$ cat src/rtl/axi4lite_pkg.sv
// Shared definitions for the AXI4-Lite register slave: response codes,
// write/read FSM state encodings and the byte-strobe merge helper.
package axi4lite_pkg;

    localparam logic [1:0] RESP_OKAY   = 2'b00;
    localparam logic [1:0] RESP_SLVERR = 2'b10;

    typedef logic [1:0] wstate_t;
    localparam wstate_t W_IDLE      = 2'd0;
    localparam wstate_t W_HAVE_ADDR = 2'd1;
    localparam wstate_t W_HAVE_DATA = 2'd2;
    localparam wstate_t W_RESP      = 2'd3;

    typedef logic [0:0] rstate_t;
    localparam rstate_t R_IDLE = 1'b0;
    localparam rstate_t R_RESP = 1'b1;

    function automatic logic [31:0] strb_merge(
        input logic [31:0] old_v,
        input logic [31:0] new_v,
        input logic [3:0]  strb
    );
        logic [31:0] r;
        r = old_v;
        for (int b = 0; b < 4; b++) begin
            if (strb[b]) r[8*b +: 8] = new_v[8*b +: 8];
        end
        return r;
    endfunction

endpackage

$ cat src/rtl/axi4lite_regfile.sv
// Register array with byte-strobe write merge and combinational read mux.
// Ports: i_clk/i_rst_n, write port (i_we, i_widx, i_wdata, i_wstrb),
// read index i_ridx -> o_rdata, flat contents o_regs.
module axi4lite_regfile
    import axi4lite_pkg::*;
#(
    parameter int NUM_REGS = 16,
    parameter int IDXW     = 4
) (
    input  logic                   i_clk,
    input  logic                   i_rst_n,
    input  logic                   i_we,
    input  logic [IDXW-1:0]        i_widx,
    input  logic [31:0]            i_wdata,
    input  logic [3:0]             i_wstrb,
    input  logic [IDXW-1:0]        i_ridx,
    output logic [31:0]            o_rdata,
    output logic [NUM_REGS*32-1:0] o_regs
);

    logic [31:0] r_regs [NUM_REGS];

    always_ff @(posedge i_clk or negedge i_rst_n) begin
        if (!i_rst_n) begin
            for (int i = 0; i < NUM_REGS; i++) r_regs[i] <= '0;
        end else if (i_we) begin
            r_regs[i_widx] <= strb_merge(r_regs[i_widx], i_wdata, i_wstrb);
        end
    end

    assign o_rdata = r_regs[i_ridx];

    for (genvar g = 0; g < NUM_REGS; g++) begin : g_flat
        assign o_regs[32*g +: 32] = r_regs[g];
    end

endmodule

$ cat src/rtl/axi4lite_reg_slave.sv
// AXI4-Lite slave exposing NUM_REGS 32-bit registers; independent write
// (AW/W/B) and read (AR/R) handshake FSMs around axi4lite_regfile.
// Ports: ACLK/ARESETn, AXI4-Lite AW/W/B/AR/R channels, regs_o flat
// register contents, wr_pulse_o per-register commit pulse.
// Build option AXI4LITE_REG_SLAVE_PROT_CHECK_EN: reject AxPROT[0]=0.
module axi4lite_reg_slave
    import axi4lite_pkg::*;
#(
    parameter int ADDR_WIDTH = 32,
    parameter int DATA_WIDTH = 32,
    parameter int NUM_REGS   = 16
) (
    input  logic                     ACLK,
    input  logic                     ARESETn,
    input  logic                     AWVALID,
    output logic                     AWREADY,
    input  logic [ADDR_WIDTH-1:0]    AWADDR,
    input  logic [2:0]               AWPROT,
    input  logic                     WVALID,
    output logic                     WREADY,
    input  logic [DATA_WIDTH-1:0]    WDATA,
    input  logic [DATA_WIDTH/8-1:0]  WSTRB,
    output logic                     BVALID,
    input  logic                     BREADY,
    output logic [1:0]               BRESP,
    input  logic                     ARVALID,
    output logic                     ARREADY,
    input  logic [ADDR_WIDTH-1:0]    ARADDR,
    input  logic [2:0]               ARPROT,
    output logic                     RVALID,
    input  logic                     RREADY,
    output logic [DATA_WIDTH-1:0]    RDATA,
    output logic [1:0]               RRESP,
    output logic [NUM_REGS*32-1:0]   regs_o,
    output logic [NUM_REGS-1:0]      wr_pulse_o
);

    localparam int IDXW = $clog2(NUM_REGS);

    wstate_t               r_wstate;
    rstate_t               r_rstate;
    logic                  r_live;
    logic                  r_pend;
    logic [ADDR_WIDTH-1:0] r_awaddr;
    logic [2:0]            r_awprot;
    logic [31:0]           r_wdata;
    logic [3:0]            r_wstrb;
    logic [1:0]            r_bresp;
    logic [31:0]           r_rdata;
    logic [1:0]            r_rresp;

    logic                  w_aw_hs;
    logic                  w_w_hs;
    logic                  w_ar_hs;
    logic                  w_werr;
    logic                  w_rerr;
    logic                  w_we;
    logic [IDXW-1:0]       w_widx;
    logic [IDXW-1:0]       w_ridx;
    logic [31:0]           w_rf_rdata;
    logic [NUM_REGS-1:0]   w_onehot;

    // r_live holds the ready outputs low until the first edge after reset.
    assign AWREADY = r_live && !r_pend &&
                     (r_wstate == W_IDLE || r_wstate == W_HAVE_DATA);
    assign WREADY  = r_live && !r_pend &&
                     (r_wstate == W_IDLE || r_wstate == W_HAVE_ADDR);
    assign ARREADY = r_live && (r_rstate == R_IDLE);
    assign BVALID  = (r_wstate == W_RESP);
    assign RVALID  = (r_rstate == R_RESP);
    assign BRESP   = r_bresp;
    assign RRESP   = r_rresp;
    assign RDATA   = r_rdata;

    assign w_aw_hs = AWVALID && AWREADY;
    assign w_w_hs  = WVALID && WREADY;
    assign w_ar_hs = ARVALID && ARREADY;

    assign w_widx = r_awaddr[2 +: IDXW];
    assign w_ridx = ARADDR[2 +: IDXW];

`ifdef AXI4LITE_REG_SLAVE_PROT_CHECK_EN
    assign w_werr = (|(r_awaddr >> (IDXW + 2))) || !r_awprot[0];
    assign w_rerr = (|(ARADDR >> (IDXW + 2))) || !ARPROT[0];
`else
    logic w_unused;
    assign w_unused = ^{r_awprot, ARPROT};
    assign w_werr = |(r_awaddr >> (IDXW + 2));
    assign w_rerr = |(ARADDR >> (IDXW + 2));
`endif

    // r_pend marks "address and data both latched": commit on this edge.
    assign w_we       = r_pend && !w_werr;
    assign w_onehot   = {{(NUM_REGS-1){1'b0}}, 1'b1} << w_widx;
    assign wr_pulse_o = w_we ? w_onehot : '0;

    axi4lite_regfile #(
        .NUM_REGS (NUM_REGS),
        .IDXW     (IDXW)
    ) u_regfile (
        .i_clk   (ACLK),
        .i_rst_n (ARESETn),
        .i_we    (w_we),
        .i_widx  (w_widx),
        .i_wdata (r_wdata),
        .i_wstrb (r_wstrb),
        .i_ridx  (w_ridx),
        .o_rdata (w_rf_rdata),
        .o_regs  (regs_o)
    );

    always_ff @(posedge ACLK or negedge ARESETn) begin
        if (!ARESETn) begin
            r_live   <= 1'b0;
            r_wstate <= W_IDLE;
            r_pend   <= 1'b0;
            r_awaddr <= '0;
            r_awprot <= '0;
            r_wdata  <= '0;
            r_wstrb  <= '0;
            r_bresp  <= RESP_OKAY;
        end else begin
            r_live <= 1'b1;
            if (w_aw_hs) begin
                r_awaddr <= AWADDR;
                r_awprot <= AWPROT;
            end
            if (w_w_hs) begin
                r_wdata <= WDATA;
                r_wstrb <= WSTRB;
            end
            if (r_pend) begin
                r_pend   <= 1'b0;
                r_wstate <= W_RESP;
                r_bresp  <= w_werr ? RESP_SLVERR : RESP_OKAY;
            end else begin
                unique case (r_wstate)
                    W_IDLE: begin
                        if (w_aw_hs && w_w_hs) r_pend <= 1'b1;
                        else if (w_aw_hs)      r_wstate <= W_HAVE_ADDR;
                        else if (w_w_hs)       r_wstate <= W_HAVE_DATA;
                    end
                    W_HAVE_ADDR: if (w_w_hs)  r_pend <= 1'b1;
                    W_HAVE_DATA: if (w_aw_hs) r_pend <= 1'b1;
                    W_RESP: begin
                        if (BREADY) begin
                            r_wstate <= W_IDLE;
                            r_bresp  <= RESP_OKAY;
                        end
                    end
                    default: r_wstate <= W_IDLE;
                endcase
            end
        end
    end

    // Read data is sampled from the regfile before any same-edge commit.
    always_ff @(posedge ACLK or negedge ARESETn) begin
        if (!ARESETn) begin
            r_rstate <= R_IDLE;
            r_rdata  <= '0;
            r_rresp  <= RESP_OKAY;
        end else if (w_ar_hs) begin
            r_rstate <= R_RESP;
            r_rdata  <= w_rerr ? '0 : w_rf_rdata;
            r_rresp  <= w_rerr ? RESP_SLVERR : RESP_OKAY;
        end else if (r_rstate == R_RESP && RREADY) begin
            r_rstate <= R_IDLE;
        end
    end

endmodule

$ cat config.mk
export PLATFORM = sky130hd
export DESIGN_NAME = axi4lite_reg_slave
export DESIGN_NICKNAME = d
export VERILOG_FILES = /design/src/rtl/axi4lite_pkg.sv /design/src/rtl/axi4lite_regfile.sv /design/src/rtl/axi4lite_reg_slave.sv
export SDC_FILE = /design/constraint.sdc
export NUM_CORES = 1
export LEC_CHECK = 0
export BUFFER_PORTS_ARGS = -buffer_cell sky130_fd_sc_hd__buf_2
export CAP_MARGIN = 20
export CORE_AREA = 2 2 269 271
export CTS_CLUSTER_SIZE = 24
export DETAILED_ROUTE_END_ITERATION = 8
export DIE_AREA = 0 0 271 273
export PLACE_DENSITY_LB_ADDON = 0.2
export SLEW_MARGIN = 20
export SYNTH_ARGS = -nofsm -noshare
export SYNTH_HDL_FRONTEND = slang
export SYNTH_SLANG_ARGS = --single-unit
$ cat constraint.sdc
create_clock -name ACLK -period 2.22 [get_ports ACLK]
set_input_delay 0 -clock ACLK [delete_from_list [all_inputs] [get_ports ACLK]]
set_output_delay 0 -clock ACLK [all_outputs]
set_load 0.01 [all_outputs]
==> results of run 1 <==
[power groups by stage]
stage	combinational, W	sequential [W]	clock [W]
final	0.0185	0.0125	0.0119
after floorplan	0.00721	0.0124	0
after global placement	0.0133	0.0126	0
after global routing	0.0188	0.0126	0.0125
after CTS	0.0159	0.0125	0.0120
after detailed placement	0.0135	0.0127	0
[synth_stat cells (2+ instances only)]
cell and instances:
clkinv_1 4, o22ai_1 64, mux4_2 160, dfrtp_1 617
buf_4 39, nor2_1 7, buf_6 8, nor3_1 42
nand4_4 8, a221oi_1 32, nand2_1 555, nand4_2 7
buf_2 65, o21ai_0 154, and2_1 5, a21oi_1 4
o2bb2ai_1 11, a22o_1 32, inv_1 2, o21ai_1 397
conb_1 2, nor2b_1 8, mux2i_1 192, a22oi_1 64
nor4_1 16, nor3b_1 2, nand3b_1 2, nand4_1 2
clkbuf_1 145, mux2_2 62, nor2_2 2, nand2b_1 6
o2bb2ai_2 21, buf_1 4
[sequential cells by signal, indices dropped and copies added (netlist names), 2 cells and up]
name / cells
r_wstrb: 4
r_awaddr: 30
u_regfile.o_regs: 512
r_wstate: 2
r_wdata: 32
RDATA: 32
[logic make-up after synthesis]
family / share of synthesized area (%)
other: 0.0246
muxes: 20.4
DFF: 50.6
buffers and inverters: 4.24
AOI/OAI and AO/OA: 15.2
and+or+nand+nor: 9.55
[repair_timing]
action,in CTS,in global routing
pin swaps,14,70
gates cloned,19,39
endpoints found under the hold margin,618,0
hold buffers,71,0
resized for setup,148,294
endpoints found under the setup margin,372,522
setup buffers,37,40
[layout make-up]
type	instances	area (um2)	area share [%]
Multi-Input combinational cell	1868	15200	34.8
Tap cell	950	1190	2.73
Sequential cell	617	15500	35.5
Inverter	6	22.5	0.0517
Timing Repair Buffer	1119	9340	21.5
Clock buffer	110	2230	5.12
Clock inverter	16	131	0.302
Antenna cell	4	10.0	0.0230
[cells in the final DEF, fill, tap and decap left out, types with 25 or more instances in the layout]
| master | netlist | routed |
|---|---|---|
| o21ai_1 | 397 | 396 |
| nand2_2 | 0 | 43 |
| a22oi_1 | 64 | 64 |
| buf_6 | 8 | 61 |
| buf_12 | 0 | 88 |
| mux2_2 | 62 | 62 |
| mux2i_1 | 192 | 179 |
| clkbuf_16 | 0 | 103 |
| mux4_2 | 160 | 160 |
| o21ai_2 | 0 | 72 |
| a22o_1 | 32 | 32 |
| o21ai_0 | 154 | 75 |
| buf_16 | 0 | 26 |
| nor3_1 | 42 | 25 |
| dfrtp_1 | 617 | 612 |
| buf_2 | 65 | 666 |
| nand2_1 | 555 | 500 |
| dlygate4sd3_1 | 0 | 70 |
| o22ai_1 | 64 | 50 |
| buf_4 | 39 | 170 |
[tightest hold or removal path, cell delays in order]
cell and delay (ns):
buf_2 0.07, nor4_1 0.04, nand2_1 0.09, nor4_4 0.06, buf_12 0.20, nor2_1 0.13
[routing by layer]
metal  vias up  track usage (%)  part of all wire (%)
met5         -                0                 0.018
met4         4             23.4                   7.8
met3       586             9.12                    11
met2      2144             60.9                    46
met1     14967             44.7                    35
li1      12045                -                     -
[final timing paths]
path,endpoint,slack [ns],cells past startpoint
setup / recovery,u_regfile.o_regs[168],-0.05,11
hold / removal,RRESP[1],0.03,6
setup reg to reg,u_regfile.o_regs[168],-0.05,11
hold reg to reg,RDATA[8],0.51,1
max in group asynchronous,u_regfile.o_regs[131],1.58,3
min in group asynchronous,RDATA[10],0.08,3
[metrics by stage]
stage                     cells  utilization [%]  total power [W]  hold slack, ns
final                      4690             61.3           0.0430          0.0325
after global routing       4688             61.3           0.0439          0.0691
after CTS                  4612             58.4           0.0404         0.00868
after detailed placement   4359             51.8           0.0262         -0.0656
after global placement     4359             51.8           0.0260         -0.0607
after floorplan            2753                -           0.0196          -0.296
==> impl_metrics.yaml, run 1 <==
clocking:
  cts.path.max_buffers: 3
  cts_sinks: 617
  insertion_delay_ns: 0.62
  path_clk_slew_ns: 0.06
  cts_tree: "done"
  numCtsBuffers: 71
  h-tree-depth: 3
  ctsRootBufferMaster: "clkbuf_16"
place:
  dp_hpwl_mm: 93.7
  io_buffers: 669
  dpl_cell_area_mm2: 0.0368
  place_congestion: 0.940
  pre_cts_ws_ns: -0.490
power_and_ir_drop:
  p_int_w: 0.0271
  leakage_nw: 20.8
  worst_ir_drop_vdd_v: 0.000659
  clkPwrFrac_pct: 27.7
  p_sw_w: 0.0159
  swShare_pct: 37.0
  p_comb_share_pct: 43.1
  pwr-share-seq_pct: 29.1
  pwr_density_cell_mw_per_mm2: 987
die:
  core_area_mm2: 0.0710
  initial_core_util_pct: 43.0
  fp.dieW_um: 271
  dieArea_mm2: 0.0740
  ios: 682
  rows: 98
  chipHeight_um: 273
critical_path:
  worstSetupEndpointType: "register"
  rr_startpoint: "r_awaddr[3]"
  criticalPathCategory: "reg -> reg"
  critical_path.slowest_cell: "dfrtp_4"
  path_cells: "buf_12, buf_12, buf_6, buf_12, mux2i_1, o22ai_1, nor3_1, buf_4, o2bb2ai_4, buf_12, o21ai_0"
  crit_top_cell: "buf_12"
  crit_fanout: 8
  crit_required_ns: 2.69
  slowest_delay_ns: 0.49
  crit_start: "r_awaddr[3]"
  crit_family: "buffers and inverters"
  critPathBufInv: 6
  crit_path_start_kind: "register"
  crit_arrival_ns: 2.75
logic_synthesis:
  synth_area_leader_cell: "dfrtp_1"
  synth_flop_cell: "dfrtp_1"
  syn-mean-instance-area_um2: 11.1
  synth_cells: 2752
  yosys_warnings: 0
  ys_async_sr_fraction_pct: 100
  ys_types: 45
  synth.yosys.seq_area_share_pct: 50.6
  synth-edff-count: 0
  synth-seq-cells: 617
  synth_top_area_share_pct: 50.6
  syn_area_mm2: 0.0305
  synth.area.top_cells: "dfrtp_1, mux4_2, nand2_1"
routing:
  wire_per_inst_um: 32.6
  post-route-drc-count: 1
  drt_first_iter_violations: 3391
  ant_nets: 0
  drt-total-wl_mm: 153
  num_vias: 29746
  drt_first_pass_iters: 9
  avgViaCountPerCell: 6.34
timing:
  hold_viol: 0
  finClkSkew_ns: 0.0202
  maxSlewHeadroom_pct: 45.9
  max_freq_ghz: 0.440
  fin_ws_ns: -0.0537
  setup_viol: 139
  period_share_pct: 102
  worstMarginPinSlew_ns: 0.807
  setup_tns_ns: -2.33
  rsz0062_at_grt: "yes"
  layout_min_cycle_time_ns: 2.27
  drv_slew: 0
global_routing:
  track_usage_pct: 37.3
  grt_first_pass_wirelength_mm: 201
  grt_overflow: 0
  grt_pass1_vias: 28337
  grt_max_degree: 99
  antenna_found_initial: 5
run_status:
  violations: "design-rule violations, negative setup slack"
  status: "complete, but fails checks"
finish:
  num-fill-cells: 5729
  syn_to_final_growth_pct: 42.6
  fin_area_mm2: 0.0435
  nets: 3796
  drive_gt1_share_pct: 44.4
min_path:
  min_from: "ARADDR[30]"
  min-delay-path-class: "in -> reg"
flow_run:
  cap_violations: 0
Power figures use the tool's default switching activity.
==> run 2, diff against run 1 <==
- SETUP_SLACK_MARGIN: default -> 0.3
==> impl_metrics.yaml, run 2 (synthesized netlist as in run 1, its figures left out) <==
routing:
  num_vias: 29306
  drt_first_iter_violations: 3498
  ant_nets: 0
  avgViaCountPerCell: 6.28
  wire_per_inst_um: 31.9
  drt-total-wl_mm: 149
  post-route-drc-count: 0
  drt_first_pass_iters: 6
die:
  chipHeight_um: 273
  initial_core_util_pct: 43.0
  fp.dieW_um: 271
  rows: 98
  dieArea_mm2: 0.0740
  ios: 682
  core_area_mm2: 0.0710
timing:
  maxSlewHeadroom_pct: 46.5
  worstMarginPinSlew_ns: 0.797
  drv_slew: 0
  finClkSkew_ns: 0.0218
  hold_viol: 0
  rsz0062_at_grt: "yes"
  max_freq_ghz: 0.435
  setup_viol: 272
  layout_min_cycle_time_ns: 2.30
  fin_ws_ns: -0.0763
  setup_tns_ns: -8.21
  period_share_pct: 103
place:
  io_buffers: 669
  place_congestion: 0.940
  pre_cts_ws_ns: -0.490
  dp_hpwl_mm: 93.7
  dpl_cell_area_mm2: 0.0368
run_status:
  violations: "negative setup slack"
  status: "complete, but fails checks"
critical_path:
  crit_path_start_kind: "register"
  worstSetupEndpointType: "register"
  criticalPathCategory: "reg -> reg"
  crit_fanout: 14
  critical_path.slowest_cell: "dfrtp_1"
  crit_arrival_ns: 2.79
  path_cells: "nor4_2, and4_4, buf_12, buf_8, buf_12, buf_12, buf_12, nand4_4, buf_12, buf_16, nand2_1, o21ai_1"
  crit_required_ns: 2.71
  slowest_delay_ns: 0.39
  crit_top_cell: "buf_12"
power_and_ir_drop:
  finalPower_w: 0.0428
  worst_ir_drop_vdd_v: 0.000754
  pwr_density_cell_mw_per_mm2: 991
  leakage_nw: 20.6
finish:
  nets: 3776
  layout_commonest_cell: "buf_2"
  drive_gt1_share_pct: 42.2
  fin_util_pct: 60.7
  syn_to_final_growth_pct: 41.3
  num-fill-cells: 5760
  largest_register_ffs: 512
  final_cell_mix: "buf_2, dfrtp_1, nand2_1, o21ai_1, mux2i_1"
  fin_area_mm2: 0.0431
clocking:
  ctsRootBufferMaster: "clkbuf_16"
  numCtsBuffers: 71
  h-tree-depth: 3
  path_clk_slew_ns: 0.06
  cts_sinks: 617
  cts_tree: "done"
  cts.path.max_buffers: 3
  insertion_delay_ns: 0.62
global_routing:
  grt_max_degree: 99
  antenna_found_initial: 5
  grt_first_pass_wirelength_mm: 205
  grt_overflow: 0
  grt_pass1_vias: 28762
  track_usage_pct: 38.1
flow_run:
  cap_violations: 0
min_path:
  min-delay-path-class: "in -> reg"
[run 2: power breakdown]
| group | total [W] | internal, W | switching, W | leakage [nW] |
|---|---|---|---|---|
| Clock | 0.0119 | 0.00703 | 0.00487 | 1.17 |
| Sequential | 0.0126 | 0.0119 | 0.000651 | 8.46 |
| Combinational | 0.0183 | 0.00810 | 0.0102 | 10.9 |
| Total | 0.0428 | 0.0271 | 0.0157 | 20.6 |
[run 2: worst max-delay path: cells and delay by family (launching register included)]
family	cells	cell delay, ns
flops	1	0.39
buf+inv	7	0.92
simple gates	4	0.80
compound gates	1	0.07
[run 2: final cells by class]
class | instances | area [um2] | share of cell area (%)
Sequential cell | 617 | 15500 | 35.8
Multi-Input combinational cell | 1869 | 15000 | 34.9
Timing Repair Buffer | 1098 | 9050 | 21.0
Clock buffer | 110 | 2230 | 5.17
Tap cell | 950 | 1190 | 2.76
Clock inverter | 16 | 131 | 0.305
Inverter | 6 | 22.5 | 0.0522
Antenna cell | 4 | 10.0 | 0.0232
[run 2: path summary, 6_finish.rpt]
check / startpoint / to / slack (ns) / cells after the start
setup reg to reg: r_awaddr[15] / u_regfile.o_regs[117] / -0.08 / 12
hold / removal: ARADDR[30] / RRESP[1] / 0.04 / 6
min in group asynchronous: ARESETn / RDATA[10] / 0.07 / 3
setup / recovery: r_awaddr[15] / u_regfile.o_regs[117] / -0.08 / 12
max in group asynchronous: ARESETn / r_wdata[27] / 1.59 / 3
hold reg to reg: RDATA[8] / RDATA[8] / 0.50 / 1
[run 2: layer usage]
layer | part of all wire, % | track usage (%) | vias to the layer above
li1 | - | - | 11995
met1 | 34 | 44.8 | 14687
met2 | 47 | 62.5 | 2088
met3 | 11 | 9.55 | 530
met4 | 7.5 | 24.7 | 6
met5 | 0.027 | 0 | -
[run 2: stage by stage]
step | instances | hold WS, ns
after CTS | 4624 | 0.00868
after detailed placement | 4359 | -0.0656
after global placement | 4359 | -0.0607
after global routing | 4668 | 0.0715
after floorplan | 2753 | -0.296
final | 4670 | 0.0371
[run 2: what timing repair did]
action / in CTS / in global routing
pin swaps: 45 / 38
gates resized for setup: 191 / 172
endpoints found under the setup margin: 529 / 529
hold buffers: 71 / 0
gates cloned: 25 / 19
endpoints found under the hold margin: 618 / 0
setup buffers: 43 / 23
